==> src/rtl/register_bank_pkg.sv <==
// Shared constants and types for the 32-entry register bank.
package register_bank_pkg;

  localparam int DATA_W = 32;
  localparam int NREGS  = 32;
  localparam int ADDR_W = 5;

  typedef logic [ADDR_W-1:0] reg_addr_t;
  typedef logic [DATA_W-1:0] reg_data_t;

  // Address 0 is the hard-wired zero register.
  function automatic logic addr_is_zero(input reg_addr_t a);
    return (a == 5'd0);
  endfunction

endpackage

==> src/rtl/register_bank_decoder5x32.sv <==
// decoder5x32: 5-bit binary address to 32-bit one-hot select.
module decoder5x32
  import register_bank_pkg::*;
(
  input  logic [ADDR_W-1:0] a,
  output logic [NREGS-1:0]  y
);

  // One-hot decode: exactly one select line high for every address.
  always_comb begin
    y    = 32'd0;
    y[a] = 1'b1;
  end

endmodule

==> src/rtl/register_bank.sv <==
// register_bank: 32 x DATA_W register file, one write port, two
// combinational read ports. Register 0 is hard-wired to zero.
// Synchronous active-low reset clears every register.
// Optional macro REGISTER_BANK_BYPASS_EN forwards the pending write data
// to a read port that addresses the register being written.
module register_bank #(
  parameter int DATA_W = register_bank_pkg::DATA_W,
  parameter int NREGS  = register_bank_pkg::NREGS
) (
  input  logic              clk,
  input  logic              rst,
  input  logic              we,
  input  logic [4:0]        wa,
  input  logic [DATA_W-1:0] wd,
  input  logic [4:0]        ra1,
  input  logic [4:0]        ra2,
  output logic [DATA_W-1:0] rd1,
  output logic [DATA_W-1:0] rd2
);

  import register_bank_pkg::*;

  // Slot 0 never accepts a write, so its select bit is masked off.
  localparam logic [NREGS-1:0] STORE_MASK = {{(NREGS-1){1'b1}}, 1'b0};

  logic [NREGS-1:0]  sel_s;
  logic [NREGS-1:0]  wr_en_s;
  logic [DATA_W-1:0] regs_q [NREGS];
  logic [DATA_W-1:0] regs_d [NREGS];

  decoder5x32 u_dec (
    .a (wa),
    .y (sel_s)
  );

  // Per-register load enable: one-hot select qualified by we, slot 0 excluded.
  always_comb begin
    wr_en_s = sel_s & STORE_MASK & {NREGS{we}};
  end

  // Next-state: at most one register takes wd, all others hold.
  always_comb begin
    for (int i = 0; i < NREGS; i++) begin
      if (wr_en_s[i]) begin
        regs_d[i] = wd;
      end else begin
        regs_d[i] = regs_q[i];
      end
    end
  end

  // Register storage; reset wins over any write in the same cycle.
  always_ff @(posedge clk) begin
    if (!rst) begin
      for (int i = 0; i < NREGS; i++) begin
        regs_q[i] <= {DATA_W{1'b0}};
      end
    end else begin
      for (int i = 0; i < NREGS; i++) begin
        regs_q[i] <= regs_d[i];
      end
    end
  end

`ifdef REGISTER_BANK_BYPASS_EN
  // Read ports with same-cycle forwarding of a live, non-zero-address write.
  always_comb begin
    if (we && rst && !addr_is_zero(wa) && (ra1 == wa)) begin
      rd1 = wd;
    end else begin
      rd1 = regs_q[ra1];
    end
    if (we && rst && !addr_is_zero(wa) && (ra2 == wa)) begin
      rd2 = wd;
    end else begin
      rd2 = regs_q[ra2];
    end
  end
`else
  // Read ports return stored contents only; new data appears after the edge.
  always_comb begin
    rd1 = regs_q[ra1];
    rd2 = regs_q[ra2];
  end
`endif

endmodule
==> config.mk <==
export PLATFORM = sky130hd
export DESIGN_NAME = register_bank
export DESIGN_NICKNAME = d
export VERILOG_FILES = /design/src/rtl/register_bank_pkg.sv /design/src/rtl/register_bank_decoder5x32.sv /design/src/rtl/register_bank.sv
export SDC_FILE = /design/constraint.sdc
export NUM_CORES = 2
export LEC_CHECK = 0
export CORE_MARGIN = 4
export CORE_UTILIZATION = 30
export DETAILED_ROUTE_END_ITERATION = 16
export HOLD_SLACK_MARGIN = 0.08
export MAX_ROUTING_LAYER = met4
export PLACE_DENSITY = 0.44
export SLEW_MARGIN = 10
export SYNTH_ARGS = -nofsm -noshare
export SYNTH_HDL_FRONTEND = slang
export SYNTH_SLANG_ARGS = --single-unit
==> constraint.sdc <==
create_clock -name clk -period 5.6 [get_ports clk]
set_input_delay 1.4 -clock clk [delete_from_list [all_inputs] [get_ports clk]]
set_output_delay 1.4 -clock clk [all_outputs]
set_load 0.05 [all_outputs]
==> qor.csv <==
stage,metric,value,unit
pwr,peakVddDrop,0.224,mV
place,portBuffers,113,
critical_path,path_common_cell,buf_12,
final_layout,reg_top3,regs_q: 992 flops,
global_routing,grt_pass1_vias,32400,
final_layout,drive_gt1_share,27.5,%
floorplanning,die_y,412,um
sta,final_hold_viol_count,0,
critical_path,critical-path-max-stage-delay,1.10,ns
clock_tree,clkSinkCount,992,
pwr,netSwitchingFraction,26.2,%
floorplanning,core,161000,um^2
global_routing,grtUsageTotal,21.7,%
detailed_routing,avgRoutedWirePerCell,32.9,um
critical_path,cp_max_fo,37,
critical_path,crit_chain,"buf_4, buf_12, mux2_2, a22o_1, a211oi_1, o31ai_1, buf_12",
critical_path,cp-start-kind,input port,
sta,worst-slew-pin-transition,1.39,ns
floorplanning,io_pins,114,
final_layout,fin_cells,5505,
clock_tree,path_clk_slew,0.06,ns
logic_synthesis,netlist_area,48900,um^2
logic_synthesis,ys_seq_elements,992,
floorplanning,die_w,412,um
logic_synthesis,async_reset_ff_share,0,%
pwr,power.net_switching,5.03,mW
logic_synthesis,seq_area_frac_synth,60.9,%
floorplanning,dieArea,170000,um^2
critical_path,cp-end-kind,primary output,
clock_tree,clk_path_buf_depth,3,
final_layout,largest_register,regs_q,
sta,rsz0062_at_grt,false,
detailed_routing,ant_nets,0,
logic_synthesis,syn-instance-count,3135,
detailed_routing,vias_per_cell,5.71,
floorplanning,start_util,30.3,%
pwr,power.density,332,nW/um^2
floorplanning,std_cell_rows,147,
logic_synthesis,yosys_warnings,0,
sta,setup_viol,0,
pwr,pwr-share-comb,15.5,%
logic_synthesis,synth-edff-count,992,
sta,setup_tns,0,ns
sta,slew_violations,0,
job,maxCapViolCount,0,
pwr,internal_power,14.2,mW
place,place_area,54300,um^2
detailed_routing,num_vias,31400,
sta,fmax,185,MHz
detailed_routing,drc,0,
clock_tree,post_cts_buffers,0,
run_status,outcome,"complete, no violations",
place,dp_cells,5303,
logic_synthesis,synth.distinct_cells,29,
final_layout,design_area,57800,um^2
clock_tree,cts_buffers,110,
global_routing,grt_start_max_net_pins,55,
global_routing,grt_pass1_wl,252000,um
detailed_routing,drtIter0Drc,3713,
logic_synthesis,synth_fp_nets,3185,
final_layout,fin_nets,3305,
final_layout,n_fill_cell,15300,
clock_tree,htree_levels,3,
clock_tree,tritoncts,yes,
critical_path,critical_path_class,in2out,
hold_path,holdCritPathClass,in2reg,
global_routing,antenna_found_initial,3,
final_layout,syn2layout_area_growth,18.3,%
clock_tree,cts_resized,0,
critical_path,crit_slowest_cell,o31ai_1,
critical_path,critPathLaunch,ra2[1],
pwr,power,19.2,mW
pwr,pwr-share-clk,37.8,%
sta,whs,1.62,ns
critical_path,cp.arrival,4.00,ns
logic_synthesis,syn_avg_cell_area,15.6,um^2
sta,max_slew_margin,6.31,%
pwr,power_leakage,19.5,nW
sta,min_period,5.40,ns
final_layout,largest_reg_flops,992,
logic_synthesis,ys.flop_type,edfxtp_1,
detailed_routing,firstDrtPassIters,5,
place,place.gp.congestion,0.832,
clock_tree,root_buffer,clkbuf_16,
critical_path,crit_required,4.20,ns
sta,min_period_over_period,96.5,%
clock_tree,cts_hold_buf,0,
place,dp_hpwl,112000,um
global_routing,overflow,0,
critical_path,path_buf_inv,3,
hold_path,worstHoldStart,wd[10],
detailed_routing,drt_wl_total,181000,um
critical_path,crit_family,compound AO/OA/AOI/OAI gates,
pwr,seqPwrFrac,46.7,%
## Yosys cell counts, drive strengths merged (2+ instances only)
master / count / area share [%]
a211oi: 64 / 0.98
a22o: 192 / 3.4
and2: 66 / 0.84
and3b: 2 / 0.036
buf: 96 / 1.2
clkbuf: 205 / 1.6
edfxtp: 992 / 61
inv: 34 / 0.26
mux2: 64 / 1.5
mux2i: 192 / 3.9
mux4: 384 / 18
nand2: 69 / 0.53
nand2b: 2 / 0.026
nand3: 2 / 0.020
nand3b: 3 / 0.046
nor2: 547 / 4.2
nor2b: 6 / 0.077
nor3b: 4 / 0.061
o21ai: 78 / 0.80
o22ai: 64 / 0.82
o31ai: 64 / 0.98
or3b: 2 / 0.036
## power by group through the flow
stage,clock network [mW],logic [mW],registers [mW]
2_1_floorplan,0,1.69,9.03
3_3_place_gp,0,3.00,9.06
3_5_place_dp,0,3.01,9.11
4_1_cts,7.38,3.01,8.96
5_1_grt,7.69,3.10,9.02
6_report,7.25,2.98,8.96
## per-layer routing
metal	part of all wire, %	vias up	track usage [%]
met2	48	1575	34.5
li1	-	12800	-
met4	3.5	0	6.93
met1	41	16800	28.7
met5	0	-	-
met3	7.0	300	3.21
## worst paths after layout
check | slack (ns) | end | cells after the start
setup / recovery | 0.20 | rd2[0] | 7
hold / removal | 1.62 | regs_q[8][10] | 4
## final cells by class
cell class / instances / area, um^2 / area share, %
antenna: 2 / 5.00 / 0.00865
clock buffer: 132 / 2880 / 4.97
clock inverter: 68 / 653 / 1.13
inverter: 34 / 128 / 0.221
multi-input combinational: 1808 / 17900 / 30.9
sequential: 992 / 29800 / 51.5
tap: 2160 / 2700 / 4.67
timing repair buffer: 309 / 3800 / 6.58
## kinds of logic (layout without fill, tap and decap cells)
family | Yosys count | in the layout | synth area share (%)
compound gates | 462 | 462 | 7.02
buf+inv | 335 | 543 | 3.08
flops | 992 | 992 | 60.9
mux | 640 | 640 | 23.1
other cells | 0 | 2 | 0
simple gates | 706 | 706 | 5.91
## placed cells by master (no fill, tap or decap), types with 109 or more instances in the layout
master	Yosys	routed
buf_12	0	109
buf_4	23	156
edfxtp_1	992	992
nor2_1	547	545
clkbuf_16	0	112
a22o_1	192	192
mux4_2	384	384
mux2i_1	192	192
## tightest hold or removal path: stages
cell             delay, ns
clkdlybuf4s50_1       0.46
nand2_1               0.05
buf_4                 0.21
nor2_1                0.12
## stage by stage
step / util, % / worst slack, ns
after floorplan: - / 0.560
after global placement: 33.7 / 0.185
after detailed placement: 33.7 / 0.184
after CTS: 35.9 / 0.183
after global routing: 35.9 / 0.193
final: 35.9 / 0.196
(Power assumes the default switching activity.)
